File: config.mk
export PLATFORM = sky130hd
export DESIGN_NAME = reg_serializer
export DESIGN_NICKNAME = d
export VERILOG_FILES = /design/src/rtl/reg_serializer.sv
export SDC_FILE = /design/constraint.sdc
export NUM_CORES = 1
export LEC_CHECK = 0
export BUFFER_PORTS_ARGS = -buffer_cell sky130_fd_sc_hd__buf_2
export CORE_MARGIN = 1
export CORE_UTILIZATION = 56
export DETAILED_ROUTE_END_ITERATION = 6
export PLACE_DENSITY = 0.89
export SYNTH_ARGS = -nofsm -noshare
export SYNTH_HDL_FRONTEND = slang
export SYNTH_SLANG_ARGS = --single-unit
File: constraint.sdc
create_clock -name clk -period 2.8 [get_ports clk]
set_clock_uncertainty 0.05 [all_clocks]
set_input_delay 0.14 -clock clk [delete_from_list [all_inputs] [get_ports clk]]
set_output_delay 0.14 -clock clk [all_outputs]
set_load 0.01 [all_outputs]
File: src/rtl/reg_serializer.sv
// reg_serializer: parallel-in, serial-out reader for the register datapath.
// A word is captured through a valid/ready handshake, shifted out one bit per
// accepted serial beat, and a one-cycle done pulse marks its complete exit.
module reg_serializer #(
  parameter int WIDTH     = 32,
  parameter bit MSB_FIRST = 1'b0
) (
  input  logic             clk,
  input  logic             rst_n,
  input  logic [WIDTH-1:0] d,
  input  logic             in_valid,
  output logic             in_ready,
  output logic             sout,
  output logic             sout_valid,
  input  logic             sout_ready,
  output logic             busy,
  output logic             done
);

  localparam int CW = $clog2(WIDTH);
  localparam logic [CW-1:0] LAST_IDX = CW'(WIDTH - 1);

  typedef enum logic {
    IDLE  = 1'b0,
    SHIFT = 1'b1
  } state_e;

  state_e           state_q, state_d;
  logic [WIDTH-1:0] shreg_q, shreg_d;
  logic [CW-1:0]    cnt_q, cnt_d;
  logic             sout_q, sout_d;
  logic             sout_valid_q, sout_valid_d;
  logic             busy_q, busy_d;
  logic             done_q, done_d;

  // Bit-order dependent views of the capture word and the shift register.
  logic             first_bit;
  logic             next_bit;
  logic [WIDTH-1:0] shreg_shifted;

  // Select which end of the word feeds the serial output.
  always_comb begin
    if (MSB_FIRST) begin
      first_bit     = d[WIDTH-1];
      next_bit      = shreg_q[WIDTH-2];
      shreg_shifted = shreg_q << 1;
    end else begin
      first_bit     = d[0];
      next_bit      = shreg_q[1];
      shreg_shifted = shreg_q >> 1;
    end
  end

  // Next-state and next-output logic for the IDLE/SHIFT controller.
  always_comb begin
    // NOTE: every signal gets a hold/default value first so no path leaves
    // one unassigned, which would otherwise infer a latch.
    state_d      = state_q;
    shreg_d      = shreg_q;
    cnt_d        = cnt_q;
    sout_d       = sout_q;
    sout_valid_d = sout_valid_q;
    busy_d       = busy_q;
    done_d       = 1'b0;

    unique case (state_q)
      IDLE: begin
        if (in_valid) begin
          state_d      = SHIFT;
          shreg_d      = d;
          cnt_d        = '0;
          sout_d       = first_bit;
          sout_valid_d = 1'b1;
          busy_d       = 1'b1;
        end
      end

      SHIFT: begin
        // Without a beat everything holds, so no bit is dropped or repeated.
        if (sout_ready) begin
          if (cnt_q == LAST_IDX) begin
            state_d      = IDLE;
            shreg_d      = '0;
            cnt_d        = '0;
            sout_d       = 1'b0;
            sout_valid_d = 1'b0;
            busy_d       = 1'b0;
            done_d       = 1'b1;
          end else begin
            shreg_d = shreg_shifted;
            cnt_d   = cnt_q + CW'(1);
            sout_d  = next_bit;
          end
        end
      end

      default: begin
        state_d      = IDLE;
        shreg_d      = '0;
        cnt_d        = '0;
        sout_d       = 1'b0;
        sout_valid_d = 1'b0;
        busy_d       = 1'b0;
      end
    endcase
  end

  // State and output registers; reset aborts any word in flight.
  always_ff @(posedge clk) begin
    // NOTE: sequential state uses non-blocking assignments so every register
    // samples the pre-edge values regardless of statement order.
    if (!rst_n) begin
      state_q      <= IDLE;
      shreg_q      <= '0;
      cnt_q        <= '0;
      sout_q       <= 1'b0;
      sout_valid_q <= 1'b0;
      busy_q       <= 1'b0;
      done_q       <= 1'b0;
    end else begin
      state_q      <= state_d;
      shreg_q      <= shreg_d;
      cnt_q        <= cnt_d;
      sout_q       <= sout_d;
      sout_valid_q <= sout_valid_d;
      busy_q       <= busy_d;
      done_q       <= done_d;
    end
  end

  // in_ready is the only combinational output: capture is allowed in IDLE.
  assign in_ready   = (state_q == IDLE);
  assign sout       = sout_q;
  assign sout_valid = sout_valid_q;
  assign busy       = busy_q;
  assign done       = done_q;

endmodule
# [After elaboration in Yosys (flattened, before gate mapping)]
# Cells that the tools add are included.
[totals] n_memories=0 mem_bits_rw=0 wordCells=36 rom_bits=0 latchBits=0 regBits=41 output_inout_bits=5 in_bits=36
[classes] order_cmp=0 div_mod_pow=0 n_addsub=1 n_bitwise=1 n_shift=0 muxes=21 eq_ne=4 n_reduce_logical=3 multipliers=0
[op_table] cell="32-bit two-way mux" n=2
[op_table] cell="32-bit case mux with 2 select lines" n=1
[op_table] cell="31-bit two-way mux" n=1
[op_table] cell="5-bit two-way mux" n=3
[op_table] cell="1-bit two-way mux" n=10
[op_table] cell="5-bit case mux with 2 select lines" n=1
[op_table] cell="1-bit case mux with 2 select lines" n=3
[op_table] cell="3-bit AND reduction" n=2
[op_table] cell="5-bit by 1-bit adder with 5-bit output (second input constant)" n=1
[op_table] cell="5-bit equality test (second input constant)" n=1
[op_table] cell="2-bit != test (second input constant)" n=2
[op_table] cell="2-bit by 1-bit != test with 1-bit output (second input constant)" n=1
[op_table] cell="2-bit AND reduction" n=1
[op_table] cell="1-bit NOT" n=1

# [Longest topological paths before layout]
# Gate-level depths: netlist of the first run.
[depth] ltp_word=4 depth_mapped=7 ltp_nobuf=6

# [Worst setup path before layout of the first run]
# OpenSTA, ideal clock, no wires.
[synth_path] path_type="register to register" from="register cnt_q[0]" to="register shreg_q[18]" period_less_slack_ns=1.726 setup_time_ns=0.078 stages_incl_launch_ff=8 path_slack_ns=1.074 t_required_ns=2.672 arrival_ns=1.598 path_buffers=1 cell_sequence="dfxtp_1 -> ha_1 -> and3_1 -> ha_1 -> inv_1 -> clkbuf_1 -> a21oi_1 -> nor3_1"
[synth_via] elab_chain_cells=4
[synth_rtl] item="from (decl)" line="30" source="logic [CW-1:0] cnt_q, cnt_d;"
[synth_rtl] item="from (signal assigned)" line="123" source="cnt_q <= cnt_d;"
[synth_rtl] item="5-bit equality test" line="81" source="if (cnt_q == LAST_IDX) begin"
[synth_rtl] item="31-bit two-way mux" line="81"
[synth_rtl] item="32-bit two-way mux" line="80" source="if (sout_ready) begin"
[synth_rtl] item="32-bit case mux with 2 select lines" line="66" source="unique case (state_q)"
[synth_rtl] item="to (signal assigned)" line="122" source="shreg_q <= shreg_d;"
[synth_rtl] item="to (decl)" line="29" source="logic [WIDTH-1:0] shreg_q, shreg_d;"
# No other way between the ends. The select of a mux whose other input is x is not followed.
# A chain may end at the register's enable or synchronous reset.

# [Worst setup path in the final report of the first run]
[layout_path] from="register cnt_q[0]" to="register shreg_q[12]"
# The elaborated chain is that of the path after synthesis.

==> results of run 1 <==
## synthesized netlist by cell type (all sizes together)
master  number  area [µm²]
a21boi       4        30.0
a21oi       35         175
a31oi        1        6.26
and2         1        6.26
and3         2        12.5
buf         11        65.1
clkbuf       7        27.5
dfxtp       40         801
ha           2        25.0
inv          2        7.51
mux2         1        11.3
nand2        5        18.8
nand2b       1        8.76
nand3        4        20.0
nand4b       1        8.76
nor2        33         124
nor2b        1        6.26
nor3        31         155
nor4bb       1        10.0
o21a         1        7.51
o21ai       34         170
or4          1        7.51
## timing repair
item,in CTS,in global routing
endpoints found under the hold margin,1,0
hold buffers,1,0
setup endpoints to repair,0,0
setup buffers,0,0
## per-layer routing
layer,share of wire,track usage
met1,0.43,0.277
met2,0.49,0.405
met3,0.058,0.0612
met4,0.024,0.0941
met5,0,0
## cell families (layout without fill, tap and decap cells)
kind of cell / after synthesis / after routing / synth area share
multiplexers: 1 / 1 / 0.00661
buffers and inverters: 20 / 53 / 0.0587
adder cells (fa/ha/maj): 2 / 2 / 0.0147
AO/OA/AOI/OAI: 75 / 75 / 0.228
AND/OR/NAND/NOR: 81 / 81 / 0.222
flip-flops: 40 / 40 / 0.470
## power by group
group          total, mW  internal [mW]  switching (mW)
Sequential         0.640          0.614          0.0251
Combinational      0.148         0.0642          0.0839
Clock              0.302          0.124           0.178
## flip-flops by register name, summed over array words and instances, names as in the netlist
signal and cells:
busy 1, shreg_q 32, cnt_q 5, done 1, state_q 1
## tightest hold or removal path, cell delays in order
cell     delay [ps]
buf_2            90
o21ai_1         120
nor3_1           60
## cell type report
cell class,instances,area [µm²]
Timing Repair Buffer,43,225
Clock buffer,8,58.8
Inverter,2,7.51
Multi-Input combinational cell,159,803
Tap cell,31,38.8
Sequential cell,40,801
Fill cell,256,895
## path summary, 6_finish.rpt
check,start,endpoint,slack [ps]
setup / recovery,cnt_q[0],shreg_q[12],700
hold / removal,d[6],shreg_q[6],50
setup reg to reg,cnt_q[0],shreg_q[12],700
hold reg to reg,cnt_q[4],cnt_q[4],440
==> run metrics, run 1 <==
drt total wl=3450 µm; RSZ-0062 raised after global routing=no; I/O Buffers=40; initial antenna violation count=0; # rows=19; clk sinks=40; flops & latches, synth=40; nets=289; gr usage total=0.234; first-pass GRT wire length=5930 µm; number of global-route vias before repair=1,422; CP Max Fanout=17; hold crit path type=in -> reg; Initial Util=0.602; Inserted Clock Buffers=5; slew margin rel.=0.616; worst setup margin=between 600 and 700 ps; Layout area overhead=13.5%; CTS tree=done; syn_nets=between 200 and 300; Worst Hold Path Cells=3; Peak Freq=0.475 GHz; 1st-pass router iterations=7; DRT iter0 DRCs=75; most frequent CP cell=ha_1; grt total ovfl=0; Routability Congestion=between 0.7 and 0.8; DIE WIDTH=57.2 µm; DRT antenna net count=0; HPWL after DPL=~2200 µm; largest net degree at the start of global routing=39; I/O pins=41; max cap viols=0; Worst setup SP type=flop; sequential fraction of the synthesis area=0.470; htree depth=2; placed cell count=around 270; core area=about 0.0028 mm²; Layout Cells excl Fill=283; Post-Layout Inst Area=0.00193 mm²; Pleak=0.819 nW; Vias per Instance=5.66; Syn. warnings=0; setup TNS=0 ps; CP Cell Sequence=ha_1 -> and3_1 -> ha_1 -> inv_1 -> buf_4 -> a21oi_1 -> nor3_1; die area=approximately 0.0033 mm²; share of cells above drive strength 1=0.198; Pins Over Slew Limit=0; CTS Buffer Depth=2; post-route DRC violation count=2; power per cell area=563 mW/mm²; Clock Latency Late Sink=340 ps; Worst-Margin Slew=just under 600 ps; outcome=finished with violations; crit path DAT=2320 ps; failing checks=DRC; fin util=0.684; Setup Slack @ Placement=711 ps; Worst path depth=7; crit end category=flop; required time of the critical path=3020 ps; most frequent cells in the layout=dfxtp_1, buf_2, a21oi_1; Critical Setup Path Class=reg -> reg; Max IR drop VDD=0.000354 V; Via Count=1,602; Buf/Inv on CP=2; mapped cell area=0.00170 mm²; CTS root buffer=clkbuf_4; CP max-delay cell=dfxtp_1; Diodes inserted=0; hold slack=47.9 ps; final critical-path share of the clock period=0.752; total power=about 1.1 mW; Worst path max stage delay=360 ps; Mapped Cells=219; DP Area=0.00187 mm²; final hold vios=0; synthesized area per cell=between 7 and 8 µm²; chip height=57.2 µm; clk slew on worst S/H paths=110 ps; top cell family by delay on the critical path=buffers and inverters; Final Setup Violations=0; post-DR wirelength/cell=~12 µm; Unique masters post-synth=25; post-layout min period=2100 ps; post-CTS sizing=0; Register-to-Register Path Depth=7
Note: power is estimated with default switching activity, not from simulation.
==> inputs of run 2 (changes only) <==
--- a/config.mk
+++ b/config.mk
@@ -5,11 +5,12 @@
 export SDC_FILE = /design/constraint.sdc
 export NUM_CORES = 1
 export LEC_CHECK = 0
+export ABC_AREA = 1
 export BUFFER_PORTS_ARGS = -buffer_cell sky130_fd_sc_hd__buf_2
 export CORE_MARGIN = 1
-export CORE_UTILIZATION = 56
+export CORE_UTILIZATION = 48
 export DETAILED_ROUTE_END_ITERATION = 6
-export PLACE_DENSITY = 0.89
+export PLACE_DENSITY = 0.8
 export SYNTH_ARGS = -nofsm -noshare
 export SYNTH_HDL_FRONTEND = slang
 export SYNTH_SLANG_ARGS = --single-unit
==> constraint.sdc (replaced) <==
create_clock -name clk -period 1.91 [get_ports clk]
set_clock_uncertainty 0.05 [all_clocks]
set_input_delay 0.0955 -clock clk [delete_from_list [all_inputs] [get_ports clk]]
set_output_delay 0.0955 -clock clk [all_outputs]
set_load 0.01 [all_outputs]
==> run 2 against run 1 <==
  * Sequential power grew 51%
  * Sequential share of layout area shrank 5.0 points
  * Hold slack gained 17 ps
  * Highest routed layer unchanged
  * Combinational power grew to 2.6 times the previous value
  * Wire length grew 18%
  * The flow now finishes without violations
  * Critical path depth grew 3
  * Power grew 72%
  * Global-route usage shrank 2.7 points
==> run metrics, run 2 <==
DP Area=0.00211 mm²; share of cells above drive strength 1=0.168; DIE WIDTH=between 60 and 70 µm; cell taking the most area after synthesis=dfxtp_1; CTS Buffer Depth=2; Setup Slack @ Placement=354 ps; CTS tree=done; slew margin rel.=0.645; setup TNS=0 ps; DRT iter0 DRCs=about 130; CP max-delay cell=dfxtp_1; mux share of post-synthesis cell area=0; power per cell area=roughly 850 mW/mm²; CP Max Fanout=14; final hold vios=0; Post-synth EDFFs=0; max cap viols=0; nets=365; Mapped Cells=295; initial antenna violation count=0; commonest non-fill, non-tap cell in the layout=nand2_1; max reg flops=32; grt total ovfl=0; post-CTS sizing=0; flops & latches, synth=40; syn_nets=333; Worst path max stage delay=between 300 and 400 ps; adder-cell share of the synthesized area=0.0128; synthesized area per cell=6.62 µm²; 1st-pass router iterations=4; crit end category=flop; Inserted Clock Buffers=5; Max IR drop VDD=~0.00047 V; worst setup margin=between 300 and 400 ps; Via Count=around 1,900; top cell family by delay on the critical path=simple AND/OR/NAND/NOR gates; clk slew on worst S/H paths=80 ps; mapped cell area=0.00195 mm²; most frequent cells in the layout=nand2_1, nor2_1, dfxtp_1, buf_2, nand3_1; Diodes inserted=0; final critical-path share of the clock period=0.811; hold crit path type=in -> reg; # rows=22; Pleak=around 1.1 nW; top post-synthesis cells by count=nand2_1, nor2_1, dfxtp_1, nand3_1, o21ai_0; total power=1.87 mW; chip height=65.8 µm; htree depth=2; die area=0.00433 mm²; Final Setup Violations=0; CTS root buffer=clkbuf_8; Routability Congestion=just over 0.8; DRT antenna net count=0; Critical Setup Path Class=reg -> reg; HPWL after DPL=2490 µm; Clock Latency Late Sink=between 200 and 300 ps; Top FF cell, synth=dfxtp_1; Pins Over Slew Limit=0; Syn. warnings=0; ranking of synthesized cells by area=dfxtp_1, nand2_1, nor2_1; simple-gate share of the synthesized area=0.401; top cell type's share of synthesized area=0.410; drt total wl=4070 µm; RSZ-0062 raised after global routing=no; outcome=completed; I/O Buffers=40; Post-Layout Inst Area=around 0.0022 mm²; largest net degree at the start of global routing=36; CP Cell Sequence=ha_1 -> nand2_1 -> nor2_1 -> ha_1 -> inv_1 -> buf_4 -> nand3_1 -> nand2_1 -> nor2_1 -> nor2_1; first-pass GRT wire length=~7000 µm; Worst setup SP type=flop; Worst-Margin Slew=533 ps; crit path DAT=1710 ps; ys async rst share=0; main combinational cell family by area after synthesis=simple AND/OR/NAND/NOR gates; most frequent cell after synthesis=nand2_1; sequential fraction of the synthesis area=0.410; clk sinks=40; post-DR wirelength/cell=about 11 µm; Unique masters post-synth=19; Largest Register=shreg_q; xor/xnor share of the synthesized area=0; Buf/Inv on CP=2; required time of the critical path=between 2000 and 2500 ps; post-layout min period=between 1500 and 2000 ps; Vias per Instance=5.06; I/O pins=41; Layout area overhead=12.8%; complex-gate fraction of the synthesized area=0.0923; Top Registers=shreg_q: 32 flops, cnt_q: 5 flops; post-route DRC violation count=0; Initial Util=0.518; gr usage total=0.207; postcts setup bufs=0; CTS Hold Bufs=1; number of global-route vias before repair=~1,600; core area=around 0.0038 mm²; most frequent CP cell=nor2_1; Peak Freq=0.645 GHz
run 2: cell types whose count changed in the layout (fill, tap and decap cells not counted), sizes merged, moves of 3 or more:
| cell | previous run | this run |
|---|---|---|
| a21boi | 4 | 0 |
| a21oi | 35 | 5 |
| inv | 2 | 8 |
| nand2 | 5 | 83 |
| nand3 | 4 | 34 |
| nor2 | 33 | 70 |
| nor3 | 31 | 1 |
| o21ai | 34 | 31 |
run 2: metrics by stage:
stage | util | hold slack [ps] | cells
final | 0.584 | 64.5 | 375
after global routing | 0.584 | 75.8 | 375
after CTS | 0.584 | 62.1 | 375
after detailed placement | 0.560 | 300 | 367
after global placement | 0.560 | 303 | 367
after floorplan | - | 181 | 295
run 2: cell families after synthesis:
| kind of cell | after synthesis |
|---|---|
| flops | 40 |
| compound gates | 36 |
| fa+ha+maj | 2 |
| buf+inv | 28 |
| simple gates | 189 |
run 2: per-layer routing:
layer  vias to the layer above  track usage  wire length (µm)
li1                        999            -                 -
met1                       844        0.276              1980
met2                        51        0.327              1820
met3                         4       0.0638               241
met4                         0       0.0462                27
met5                         -            0                 0
run 2: final timing paths:
kind | from | end | slack (ps) | cells past startpoint
max | cnt_q[0] | shreg_q[5] | 360 | 10
min reg2reg | busy | busy | 420 | 2
min | d[27] | shreg_q[27] | 60 | 5
max reg2reg | cnt_q[0] | shreg_q[5] | 360 | 10
run 2: cell type report:
cell class                 instances  area (µm²)
fill                             393        1570
tap                               48        60.1
clock inverter                     1        5.00
multi-input combinational        227         987
inverter                           8        35.0
clock buffer                       6        72.6
sequential                        40         801
timing repair buffer              45         240
run 2: worst reg2reg max path, stage by stage, from the launching register on:
cell and delay (ps):
dfxtp_1 330, ha_1 220, nand2_1 70, nor2_1 40, ha_1 190, inv_1 70, buf_4 190, nand3_1 90
nand2_1 70, nor2_1 40, nor2_1 130
run 2: report_power, final:
part	internal [mW]	switching (mW)	total, mW
sequential	0.922	0.0454	0.968
combinational	0.143	0.241	0.384
clock	0.248	0.269	0.518
==> inputs of run 3 (changes only) <==
--- a/config.mk
+++ b/config.mk
@@ -5,12 +5,12 @@
 export SDC_FILE = /design/constraint.sdc
 export NUM_CORES = 1
 export LEC_CHECK = 0
-export ABC_AREA = 1
+export ABC_AREA = 0
 export BUFFER_PORTS_ARGS = -buffer_cell sky130_fd_sc_hd__buf_2
 export CORE_MARGIN = 1
-export CORE_UTILIZATION = 48
+export CORE_UTILIZATION = 52
 export DETAILED_ROUTE_END_ITERATION = 6
-export PLACE_DENSITY = 0.8
+export PLACE_DENSITY = 0.84
 export SYNTH_ARGS = -nofsm -noshare
 export SYNTH_HDL_FRONTEND = slang
 export SYNTH_SLANG_ARGS = --single-unit
==> constraint.sdc (replaced) <==
create_clock -name clk -period 1.5 [get_ports clk]
set_clock_uncertainty 0.05 [all_clocks]
set_input_delay 0.075 -clock clk [delete_from_list [all_inputs] [get_ports clk]]
set_output_delay 0.075 -clock clk [all_outputs]
set_load 0.01 [all_outputs]
==> run 3 against run 2 <==
  * The flow now finishes with violations (setup timing)
  * Die area fell by 19%
  * First-iteration DRC count is 33% lower
  * Setup slack worse by 400 ps
  * Sequential power rose by 23%
  * Clock power grew 12%
  * Cell count shrank 14%
  * Largest cell class unchanged
  * Highest routed layer unchanged
==> run metrics, run 3 (same netlist as run 1, synthesis figures left out) <==
DRT antenna net count=0; post-DR wirelength/cell=approximately 12 µm; slew margin rel.=0.618; # rows=20; Pins Over Slew Limit=0; Vias per Instance=5.28; Worst setup SP type=flop; post-layout min period=1540 ps; final critical-path share of the clock period=1.03; Largest Register=shreg_q; Layout Cells excl Fill=323; Worst-Margin Slew=~570 ps; first-pass GRT wire length=around 6300 µm; DIE WIDTH=59.2 µm; initial antenna violation count=0; max cap viols=0; Clock Latency Late Sink=350 ps; core area=~0.0031 mm²; failing checks=setup timing; drt total wl=roughly 3900 µm; DRT iter0 DRCs=84; clk sinks=40; Diodes inserted=0; I/O pins=a little over 40; gr usage total=0.239; Max IR drop VDD=0.000688 V; nets=~320; hold slack=7.78 ps; I/O Buffers=40; final hold vios=0; grt total ovfl=0; largest net degree at the start of global routing=39; CP Cell Sequence=ha_4 -> and3_4 -> ha_4 -> buf_6 -> nor4bb_2 -> a21oi_1 -> nor2_1; Inserted Clock Buffers=5; outcome=finished with violations; Final Setup Violations=3; Routability Congestion=0.768; chip height=59.2 µm; crit path DAT=1780 ps; CP Max Fanout=4; Top Registers=shreg_q: 32 flops, cnt_q: 5 flops; required time of the critical path=about 1700 ps; Layout area overhead=31.9%; Via Count=approximately 1,700; number of global-route vias before repair=1,533; CTS root buffer=clkbuf_4; CP max-delay cell=dfxtp_2; Initial Util=0.554; most frequent CP cell=ha_4; total power=2.10 mW; CTS Buffer Depth=2; clk slew on worst S/H paths=110 ps; share of cells above drive strength 1=0.251; worst setup margin=-43.7 ps; power per cell area=933 mW/mm²; placed cell count=296; most frequent cells in the layout=buf_2, dfxtp_1, a21oi_1; post-route DRC violation count=0; htree depth=2; Peak Freq=about 0.65 GHz; 1st-pass router iterations=4; max reg flops=32; Critical Setup Path Class=reg -> reg; RSZ-0062 raised after global routing=yes; hold crit path type=in -> reg; CTS tree=done; Worst path max stage delay=360 ps; Pleak=0.939 nW; HPWL after DPL=approximately 2400 µm; die area=0.00351 mm²; commonest non-fill, non-tap cell in the layout=buf_2; crit end category=flop
-- run 3: changes by cell type in the layout (fill, tap and decap cells not counted), moves of 6 or more --
cell           previous run  this run
buf_4                     4        10
nor3_1                    1        31
nor2_1                   70        33
dlygate4sd3_1             1        16
nand3_1                  34         4
a21oi_1                   5        35
nand2_1                  80         5
-- run 3: path summary, 6_finish.rpt --
kind,startpoint,to,slack [ps],cells past startpoint
max,cnt_q[0],cnt_q[0],-40,7
max reg2reg,cnt_q[0],cnt_q[0],-40,7
min,d[4],shreg_q[4],8,3
min reg2reg,shreg_q[7],shreg_q[7],450,2
-- run 3: layer usage --
layer  track usage  wire [µm]
met5             0          0
met4        0.0782         40
met3        0.0655        193
met2         0.390       1850
met1         0.305       1780
-- run 3: area by class of cell --
cell class,count,area (µm²)
timing repair buffer,70,480
multi-input combinational,159,840
inverter,2,7.51
sequential,40,803
clock inverter,1,7.51
clock buffer,7,55.1
tap,44,55.1
fill,256,830
-- run 3: metrics by stage --
stage / util / cell area (µm²) / TNS (ps) / worst slack [ps]
global route: 0.730 / 2250 / -1900 / -156
floorplan: - / 1740 / 0 / 26.8
global placement: 0.644 / 1980 / 0 / 37.3
detailed placement: 0.644 / 1980 / -3.04 / -3.04
CTS: 0.713 / 2190 / -16.7 / -11.2
finish: 0.730 / 2250 / -72.6 / -43.7
-- run 3: report_power, final --
part	switching [mW]	internal (mW)	leakage [nW]
Clock	0.352	0.230	0.0315
Sequential	0.0443	1.15	0.332
Combinational	0.169	0.157	0.576
Total	0.565	1.53	0.939
-- run 3: repair_timing --
item / 4_1_cts / 5_1_grt
cloned: 0 / 2
pin swaps: 0 / 12
endpoints found under the setup margin: 4 / 34
gates resized for setup: 0 / 9
hold buffers: 15 / 1
hold endpoints to repair: 15 / 1
buffers inserted: 0 / 1
-- run 3: critical path, delay by kind of cell (launching register included) --
kind	cells	cell delay [ps]
flops	1	360
simple gates	3	570
compound gates	1	70
buf+inv	1	110
fa+ha+maj	2	320
